### src/rtl/uart_rx_if.sv
// Byte-side and line-side signals of the UART receiver, bundled for port connection.
// master = the receiver itself, slave = line driver plus byte consumer.
interface uart_rx_if;
  logic       rx_uart;
  logic       rx_ack;
  logic [7:0] rx_data;
  logic       rx_valid;
  logic       rx_frame_err;
  logic       rx_overrun;
  logic       rx_busy;

  modport master (
    input  rx_uart,
    input  rx_ack,
    output rx_data,
    output rx_valid,
    output rx_frame_err,
    output rx_overrun,
    output rx_busy
  );

  modport slave (
    output rx_uart,
    output rx_ack,
    input  rx_data,
    input  rx_valid,
    input  rx_frame_err,
    input  rx_overrun,
    input  rx_busy
  );
endinterface

### src/rtl/uart_rx.sv
// 8N1 UART receiver: two-flop synchronizer, mid-bit sampling FSM, and a valid/ack
// holding register with framing-error and overrun pulses.
module uart_rx #(
  parameter int unsigned CLKS_PER_BIT = 5208
) (
  input  logic     clk_50,
  input  logic     rst_n,
  uart_rx_if.master bus
);

  localparam int unsigned CNT_W = $clog2(CLKS_PER_BIT);
  localparam int unsigned HALF  = CLKS_PER_BIT / 2;
  localparam logic [CNT_W-1:0] HALF_LAST = CNT_W'(HALF - 1);
  localparam logic [CNT_W-1:0] BIT_LAST  = CNT_W'(CLKS_PER_BIT - 1);

  typedef enum logic [2:0] {
    S_IDLE,
    S_START,
    S_DATA,
    S_STOP,
    S_BREAK
  } state_e;

  state_e           state_q, state_d;
  logic [CNT_W-1:0] cnt_q, cnt_d;
  logic [2:0]       idx_q, idx_d;
  logic [7:0]       shift_q, shift_d;
  logic             sync1_q, sync2_q;
  logic [7:0]       data_q, data_d;
  logic             valid_q, valid_d;
  logic             ferr_q, ferr_d;
  logic             ovr_q, ovr_d;
  logic             load;
  logic             rxs;

  assign rxs = sync2_q;

  // Synchronizer resets high so an idle line is never mistaken for a start bit.
  always_ff @(posedge clk_50 or negedge rst_n) begin
    if (!rst_n) begin
      sync1_q <= 1'b1;
      sync2_q <= 1'b1;
    end else begin
      sync1_q <= bus.rx_uart;
      sync2_q <= sync1_q;
    end
  end

  always_ff @(posedge clk_50 or negedge rst_n) begin
    if (!rst_n) begin
      state_q <= S_IDLE;
      cnt_q   <= '0;
      idx_q   <= '0;
      shift_q <= '0;
      data_q  <= '0;
      valid_q <= 1'b0;
      ferr_q  <= 1'b0;
      ovr_q   <= 1'b0;
    end else begin
      state_q <= state_d;
      cnt_q   <= cnt_d;
      idx_q   <= idx_d;
      shift_q <= shift_d;
      data_q  <= data_d;
      valid_q <= valid_d;
      ferr_q  <= ferr_d;
      ovr_q   <= ovr_d;
    end
  end

  always_comb begin
    state_d = state_q;
    cnt_d   = cnt_q + 1'b1;
    idx_d   = idx_q;
    shift_d = shift_q;
    load    = 1'b0;
    ferr_d  = 1'b0;

    unique case (state_q)
      S_IDLE: begin
        cnt_d = '0;
        if (!rxs) state_d = S_START;
      end
      S_START: begin
        if (cnt_q == HALF_LAST) begin
          cnt_d   = '0;
          idx_d   = '0;
          state_d = rxs ? S_IDLE : S_DATA;
        end
      end
      S_DATA: begin
        if (cnt_q == BIT_LAST) begin
          cnt_d   = '0;
          shift_d = {rxs, shift_q[7:1]};
          idx_d   = idx_q + 3'd1;
          if (idx_q == 3'd7) state_d = S_STOP;
        end
      end
      S_STOP: begin
        if (cnt_q == BIT_LAST) begin
          cnt_d = '0;
          if (rxs) begin
            load    = 1'b1;
            state_d = S_IDLE;
          end else begin
            ferr_d  = 1'b1;
            state_d = S_BREAK;
          end
        end
      end
      S_BREAK: begin
        cnt_d = '0;
        if (rxs) state_d = S_IDLE;
      end
      default: begin
        cnt_d   = '0;
        state_d = S_IDLE;
      end
    endcase
  end

  // A load wins over a same-cycle ack; overrun only when the old byte was never taken.
  always_comb begin
    data_d  = data_q;
    valid_d = valid_q;
    ovr_d   = 1'b0;
    if (load) begin
      data_d  = shift_q;
      valid_d = 1'b1;
      ovr_d   = valid_q && !bus.rx_ack;
    end else if (valid_q && bus.rx_ack) begin
      valid_d = 1'b0;
    end
  end

  assign bus.rx_data      = data_q;
  assign bus.rx_valid     = valid_q;
  assign bus.rx_frame_err = ferr_q;
  assign bus.rx_overrun   = ovr_q;
  assign bus.rx_busy      = (state_q != S_IDLE);

endmodule

### src/flat_wrapper.sv
// flat-port wrapper written by rule: the top's interface ports become plain ports
module uart_rx_flat 
#(
  parameter int unsigned CLKS_PER_BIT = 5208
)
  (clk_50, rst_n, bus_rx_uart, bus_rx_ack, bus_rx_data, bus_rx_valid, bus_rx_frame_err, bus_rx_overrun, bus_rx_busy);
  uart_rx_if bus_i ();
  input  logic clk_50;
  input  logic rst_n;
  input wire logic [$bits(bus_i.rx_uart)-1:0] bus_rx_uart;
  input wire logic [$bits(bus_i.rx_ack)-1:0] bus_rx_ack;
  output wire logic [$bits(bus_i.rx_data)-1:0] bus_rx_data;
  output wire logic [$bits(bus_i.rx_valid)-1:0] bus_rx_valid;
  output wire logic [$bits(bus_i.rx_frame_err)-1:0] bus_rx_frame_err;
  output wire logic [$bits(bus_i.rx_overrun)-1:0] bus_rx_overrun;
  output wire logic [$bits(bus_i.rx_busy)-1:0] bus_rx_busy;
  assign bus_i.rx_uart = bus_rx_uart;
  assign bus_i.rx_ack = bus_rx_ack;
  assign bus_rx_data = bus_i.rx_data;
  assign bus_rx_valid = bus_i.rx_valid;
  assign bus_rx_frame_err = bus_i.rx_frame_err;
  assign bus_rx_overrun = bus_i.rx_overrun;
  assign bus_rx_busy = bus_i.rx_busy;
  uart_rx #(.CLKS_PER_BIT(CLKS_PER_BIT)) u_core (.clk_50(clk_50), .rst_n(rst_n), .bus(bus_i));
endmodule
### config.mk
export PLATFORM = sky130hd
export DESIGN_NAME = uart_rx_flat
export DESIGN_NICKNAME = d
export VERILOG_FILES = /design/src/rtl/uart_rx_if.sv /design/src/rtl/uart_rx.sv /design/src/flat_wrapper.sv
export SDC_FILE = /design/constraint.sdc
export NUM_CORES = 1
export LEC_CHECK = 0
export CAP_MARGIN = 0
export CORE_ASPECT_RATIO = 0.6
export CORE_MARGIN = 3
export CORE_UTILIZATION = 45
export CTS_CLUSTER_SIZE = 28
export DETAILED_ROUTE_END_ITERATION = 8
export GPL_TIMING_DRIVEN = 0
export SETUP_SLACK_MARGIN = 0.2
export SLEW_MARGIN = 20
export SYNTH_ARGS = -nofsm -noshare
export SYNTH_HDL_FRONTEND = slang
export SYNTH_SLANG_ARGS = --single-unit
### constraint.sdc
create_clock -name clk_50 -period 1.95 [get_ports clk_50]
set_input_delay 0.39 -clock clk_50 [delete_from_list [all_inputs] [get_ports clk_50]]
set_output_delay 0.39 -clock clk_50 [all_outputs]
set_load 0.05 [all_outputs]
# Word-level counts from Yosys, hierarchy flattened
# Cells that the tools add are included.
# word_totals
n_memories	0
inputBits	4
romBits	0
word_cells	60
regBits	40
latch_bits	0
output_inout_bits	12
ramBits	0
# op_classes
multipliers	0
reduce_logical	11
magnitude_cmp	0
n_eq_ne	13
muxes	24
n_addsub	2
bitwise	0
n_shift	0
div_mod_pow	0
# ops
op	n
3-bit two-way mux	9
13-bit two-way mux	2
13-bit one-hot mux with 2 select lines	1
3-bit one-hot mux with 5 select lines	1
13-bit by 1-bit adder with 13-bit output (second input constant)	1
13-bit by 12-bit == test with 1-bit output (second input constant)	1
13-bit == test (second input constant)	1
2-bit by 1-bit != test with 1-bit output (second input constant)	5
1-bit two-way mux	9
3-bit by 2-bit == test with 1-bit output (second input constant)	2
3-bit == test (second input constant)	2
3-bit one-hot mux with 2 select lines	1
6-bit AND reduction	1
2-bit nonzero test	2
3-bit by 1-bit adder with 3-bit output (second input constant)	1
3-bit by 1-bit == test with 1-bit output (second input constant)	1
3-bit logical NOT	1
3-bit AND reduction	1
3-bit nonzero test	1
1-bit logical AND	2
2-bit two-way mux	1
2-bit != test (second input constant)	1
2-bit AND reduction	1
2-bit OR reduction	1
1-bit logical NOT	1

# Longest topological paths before layout
# Gate-level depths: netlist of run 1.
# depth
depth_word	4
mapped_depth	6
mapped_depth_nobuf	5

# Worst setup path before layout of run 1
# OpenSTA, ideal clock, no wires.
# synth_path
kind	reg2reg
from	reg u_core.cnt_q[0]
to	reg u_core.shift_q[6]
arrival_time_ps	1620
setup_ps	128
path_buffers	0
path_slack_ps	202
required_ps	1822
synth_period_minus_slack_ps	1748
stages_incl_launch_ff	6
cell_sequence	dfrtp_1 -> ha_1 -> nor3b_4 -> nand4_4 -> nor3_4 -> mux2_1
# synth_between
elab_chain_cells	2
# synth_rtl
item	line_no	text
start: declaration	uart_rx.sv:25	logic [CNT_W-1:0] cnt_q, cnt_d;
start signal: assignment	uart_rx.sv:61	cnt_q <= cnt_d;
13-bit == test	uart_rx.sv:92	if (cnt_q == BIT_LAST) begin
2-bit AND reduction (no line)	n/a	
end signal: assignment	uart_rx.sv:63	shift_q <= shift_d;
end: declaration	uart_rx.sv:27	logic [7:0] shift_q, shift_d;
# No other way between the ends.
# A chain may end at the register's enable or synchronous reset.

# Final worst setup path of run 1
# layout_path
from	reg u_core.cnt_q[3]
to	reg u_core.cnt_q[6]
# layout_between
elab_chain_cells	3
# layout_rtl
item	line_no	text
13-bit by 1-bit adder with 13-bit output, or another cell as far along	uart_rx.sv:73	cnt_d = cnt_q + 1'b1;
13-bit two-way mux, on equally long branches	uart_rx.sv:92, uart_rx.sv:100, uart_rx.sv:85	
13-bit one-hot mux with 2 select lines (*)	uart_rx.sv:79	unique case (state_q)
named net u_core.cnt_d[6]	uart_rx.sv:25	
# Mark *: on every way through the listed nets, which the timed path passes. The rest lies on a longest branch.

==> results of run 1 <==
-- sequential cells by signal, indices dropped and copies added, names as in the netlist --
| name | flops |
|---|---|
| u_core.bus.rx_data | 8 |
| u_core.bus.rx_overrun | 1 |
| u_core.sync1_q | 1 |
| u_core.bus.rx_frame_err | 1 |
| u_core.shift_q | 8 |
| u_core.state_q | 3 |
| u_core.idx_q | 3 |
| u_core.bus.rx_valid | 1 |
| u_core.cnt_q | 13 |
| u_core.rxs | 1 |
-- repair_timing --
| action | 4_1_cts | 5_1_grt |
|---|---|---|
| cloned | 0 | 1 |
| buffers inserted | 4 | 9 |
| gates resized for setup | 28 | 24 |
| endpoints found under the setup margin | 45 | 31 |
| pin swaps | 6 | 7 |
| hold buffers | 0 | 0 |
-- per-layer routing --
| layer | wire length, um | up-vias |
|---|---|---|
| met4 | 17 | 0 |
| met3 | 162 | 4 |
| li1 | - | 595 |
| met5 | 0 | - |
| met2 | 1740 | 26 |
| met1 | 1940 | 621 |
-- layout make-up --
type	instances	share of cell area, %
timing repair buffer	30	11.4
clock buffer	6	3.50
buffer	3	1.27
clock inverter	2	0.425
tap	47	2.49
inverter	3	0.478
sequential	40	42.6
multi-input combinational	101	37.8
-- cells by family after synthesis --
kind of cell / Yosys count
buf+inv: 6
xor+xnor: 11
flops: 40
fa+ha+maj: 3
simple gates: 58
compound gates: 12
mux: 17
-- power groups by stage --
stage / Clock, mW / Sequential (mW) / Combinational (mW)
after floorplan: 0 / 0.850 / 0.00169
after CTS: 0.575 / 0.835 / 0.0310
final: 0.558 / 0.835 / 0.0293
after global placement: 0 / 0.851 / 0.0244
after global routing: 0.622 / 0.835 / 0.0343
after detailed placement: 0 / 0.851 / 0.0309
-- how the worst min path moves through the flow --
stage	from	endpoint	slack, ns
floorplan	rst_n	u_core.bus.rx_data[0]	0.09
global placement	u_core.sync1_q	u_core.rxs	0.35
detailed placement	u_core.sync1_q	u_core.rxs	0.35
CTS	rst_n	u_core.bus.rx_data[2]	0.06
global route	rst_n	u_core.bus.rx_data[2]	0.08
finish	rst_n	u_core.bus.rx_data[2]	0.05
-- synthesized netlist by cell type, types with 2 or more instances --
cell type,instances,area share (%)
a22o_1,3,1.4
nor4_1,4,1.4
xnor2_1,8,3.9
a21oi_1,2,0.55
dfrtp_1,38,52
nor2_1,20,4.1
nand2_1,6,1.2
ha_1,3,2.1
xor2_1,3,1.4
nor3_1,3,0.83
nor2b_1,3,1.0
o21ai_0,2,0.55
mux2_1,3,1.9
inv_1,3,0.62
mux2_2,14,8.7
nand4_1,2,0.69
dfstp_2,2,2.9
nand3_1,7,1.9
-- stage by stage --
step	cell area (sq um)	utilization [%]	power [mW]
floorplan	1820	-	0.852
global placement	2030	53.9	0.875
detailed placement	2050	54.5	0.882
CTS	2210	58.7	1.44
global route	2360	62.6	1.49
finish	2360	62.6	1.42
==> impl_metrics.ini, run 1 <==
[power]
p_int_mw = 1.13
switchingPower_mw = 0.296
power_density_nw_per_um2 = 603
clkPwrFrac_pct = 39.2
p_comb_share_pct = 2.1
vdd_ir_drop_max_uv = 409
p_leak_nw = 1.17
sw_frac_of_total_pct = 20.8
p_seq_share_pct = 58.7

[placed_design]
dpl.cell_count = 210
port_buffers = 15
place_ws_ns = -0.162
place.gp.congestion = 0.861
place_hpwl_um = 2560

[clock_network]
cts-root-buf = clkbuf_8
clockBufferDepth = 2
path_clk_slew_ns = 0.08
clock_sinks = 40
insertion_delay_ns = 0.28
cts.htree.levels = 2
cts_made_buffers = 5
cts_tree = yes

[layout]
layout.cells.non_filler = 232
area.growth.synth_to_final_pct = 29.6
seqCellArea_sq_um = 1000
fin_nets = 191
multi_input_area_sq_um = 891
mostFrequentLayoutCells = dfrtp_1, nor2_1, buf_4
final_common_cell = dfrtp_1
nFillCells = 323
antennaDiodeCount = 0
layout-drive-gt1-share_pct = 35.1

[setup_path]
start_kind = register
cp.depth = 6
cp.arrival_ns = 2.01
r2r_end = u_core.cnt_q[6]
critPathRequiredTime_ns = 2.12
worstPathMaxFanout = 7
critPathTopFamily = simple AND/OR/NAND/NOR gates
worstSetupPathType = reg2reg
crit_slowest_cell = dfrtp_1
max_stage_delay_ns = 0.48
crit_buf_inv = 2
cp_cell_sequence = and4bb_2, nand4_4, buf_4, a2bb2oi_4, buf_6, nor2_1
rrSetupSlack_ns = 0.11
r2r-start = u_core.cnt_q[3]
crit_path_start = u_core.cnt_q[3]
crit_end = u_core.cnt_q[6]
reg2regPathDepth = 6
crit_path_end_kind = register

[yosys]
yosysSeqAreaShare_pct = 55.2
synthesis.area_sq_um = 1820
synth_fa_ha_area_share_pct = 2.06
synth-xor-area-share_pct = 5.30
synth_compound_gate_area_share_pct = 5.09
synthMuxAreaShare_pct = 10.5
async_flop_share_pct = 100
netlist_instances = 147
yosys.area_share.simple_pct = 20.2
synth_top_family_by_area = simple AND/OR/NAND/NOR gates
synth_nets = 154
synth_edf_count = 0
ys_ff_latch = 40
synth_flop_cell = dfrtp_1
synth.distinct_cells = 39
syn_avg_cell_area_sq_um = 12.4
ys_warn_count = 0

[grt]
antenna_found_initial = 0
grt_pass1_vias = 1215
grtUsageTotal_pct = 16.8
met3_usage_pct = 5.37
grt_pass1_wl_um = 6290
grt-ovfl-total = 0
met1_usage_pct = 25.1
top_usage_layer = met1
met2_usage_pct = 24.1
grt_max_degree = 23

[floorplan]
fp.dieH_um = 55.3
fp.dieW_um = 88.1
initial_utilization_pct = 48.3
core-area_sq_um = 3760
rows = 17
ios = 16
dieArea_sq_um = 4870

[drt]
totalWireLength_um = 3870
vias_per_cell = 5.37
route.detailed.drc = 0
dr.pass1.iters = 4
wire_per_inst_um = 16.7
final_antenna_net_count = 0
drtIter0Drc = 65
dr_total_vias = 1246

[status]
status = finished, final reports clean

[sta]
worst_pin_slew_ns = 0.501
clock.fmax_mhz = 544
setup_viol_count_final = 0
period_minus_slack_ns = 1.84
fin_worst_skew_ns = 0.00836
worst_slack_ns = 0.112
slew_viol_final = 0
final-hold-violation-count = 0
relSlewSlack_pct = 66.7
setup_tns_ns = 0
whs_ns = 0.0485
rsz0062_at_grt = yes
finalCritPeriodShare_pct = 94.3

[hold_path]
min_path_type = in2async

[flow_run]
cap_viol_max_count = 0
Power figures use the tool's default switching activity.
==> run 2, diff against run 1 <==
Settings changed: REMOVE_ABC_BUFFERS set to 1.
==> run 2 against run 1 <==
Compared with the run above: combinational power about the same; register-to-register slack improved by 0.09 ns; die area unchanged; setup slack better by 0.089 ns; sequential share of layout area increased by 0.18 points; critical path type unchanged.
==> impl_metrics.ini, run 2 (synthesis gave the netlist of run 1 again) <==
[status]
status = finished, final reports clean

[sta]
final-hold-violation-count = 0
worst_slack_ns = 0.201
fin_worst_skew_ns = 0.00601
period_minus_slack_ns = 1.75
worst_pin_slew_ns = 0.494
rsz0062_at_grt = yes
slew_viol_final = 0
setup_viol_count_final = 0
clock.fmax_mhz = 572
whs_ns = 0.0236
relSlewSlack_pct = 67.2
finalCritPeriodShare_pct = 89.7

[floorplan]
core-area_sq_um = 3760
dieArea_sq_um = 4870
ios = 16
fp.dieH_um = 55.3
rows = 17
fp.dieW_um = 88.1
initial_utilization_pct = 48.3

[power]
p_leak_nw = 1.16
vdd_ir_drop_max_uv = 369
power_density_nw_per_um2 = 683

[grt]
antenna_found_initial = 0
grt_max_degree = 26
grt_pass1_wl_um = 5710
grtUsageTotal_pct = 15.1
grt-ovfl-total = 0
grt_pass1_vias = 1200

[setup_path]
cp.arrival_ns = 1.92
critPathTopFamily = simple AND/OR/NAND/NOR gates
worstSetupPathType = reg2reg
max_stage_delay_ns = 0.47
crit_path_end_kind = register
crit_buf_inv = 0
critPathRequiredTime_ns = 2.12
worstPathMaxFanout = 8
crit_slowest_cell = dfrtp_1
start_kind = register
cp_cell_sequence = and4bb_1, nand4_4, nor2_8, mux2_2

[placed_design]
place_ws_ns = -0.151
port_buffers = 15
dpl.cell_count = 207
place.gp.congestion = 0.821
placed_cell_area_sq_um = 2030
place_hpwl_um = 2280

[clock_network]
cts.htree.levels = 2
cts_made_buffers = 5
clock_sinks = 40
insertion_delay_ns = 0.29
path_clk_slew_ns = 0.08
clockBufferDepth = 2
cts-root-buf = clkbuf_8
cts_tree = yes

[layout]
fin_nets = 190
largest-register = u_core.cnt_q
design_area_sq_um = 2350
layout.cells.non_filler = 231
antennaDiodeCount = 0
layout-drive-gt1-share_pct = 34.8
largest_reg_flops = 13
final_common_cell = dfrtp_1
mostFrequentLayoutCells = dfrtp_1, mux2_2, buf_4
area.growth.synth_to_final_pct = 29.0

[drt]
totalWireLength_um = 3440
dr.pass1.iters = 4
route.detailed.drc = 0
final_antenna_net_count = 0
drtIter0Drc = 36
vias_per_cell = 5.28
dr_total_vias = 1220
wire_per_inst_um = 14.9

[flow_run]
cap_viol_max_count = 0

[hold_path]
min_path_type = in2async
run 2: worst paths after layout:
| kind | cells after the start | slack, ns | end | from |
|---|---|---|---|---|
| max | 4 | 0.20 | u_core.bus.rx_data[0] | u_core.cnt_q[3] |
| min | 1 | 0.02 | u_core.cnt_q[12] | rst_n |
| max reg2reg | 4 | 0.20 | u_core.bus.rx_data[0] | u_core.cnt_q[3] |
| min reg2reg | 0 | 0.36 | u_core.rxs | u_core.sync1_q |
| max in group asynchronous | 2 | 1.39 | u_core.sync1_q | rst_n |
| min in group clk_50 | 0 | 0.36 | u_core.rxs | u_core.sync1_q |
run 2: timing repair:
item / CTS / global route
gates cloned: 0 / 0
gates resized for setup: 19 / 20
hold buffers: 0 / 0
endpoints found under the setup margin: 45 / 27
buffers inserted: 7 / 9
pin swaps: 4 / 9
run 2: metal layers:
metal / vias to the layer above / track usage, % / wire length, um
li1: 592 / - / -
met1: 612 / 23.4 / 1870
met2: 14 / 20.3 / 1450
met3: 2 / 4.92 / 102
met4: 0 / 4.09 / 12
met5: - / 0 / 0
run 2: stage by stage:
step,TNS (ns),utilization [%],power (mW)
6_report,0,62.3,1.60
5_1_grt,0,62.3,1.67
4_1_cts,0,59.1,1.62
3_5_place_dp,-1.47,53.9,0.882
3_3_place_gp,-16.54,53.3,0.875
2_1_floorplan,0,-,0.852
run 2: power by group:
group          internal [mW]  leakage (nW)  switching, mW
registers              0.832         0.537        0.00255
clock network          0.452        0.0645          0.286
logic                 0.0109         0.556         0.0183
total                   1.30          1.16          0.307
run 2: area by class of cell:
cell class	count	area (sq um)
clock buffer	7	96.3
tap	47	58.8
multi-input combinational	101	857
fill	288	1420
inverter	3	11.3
clock inverter	1	30.0
timing repair buffer	32	289
sequential	40	1000
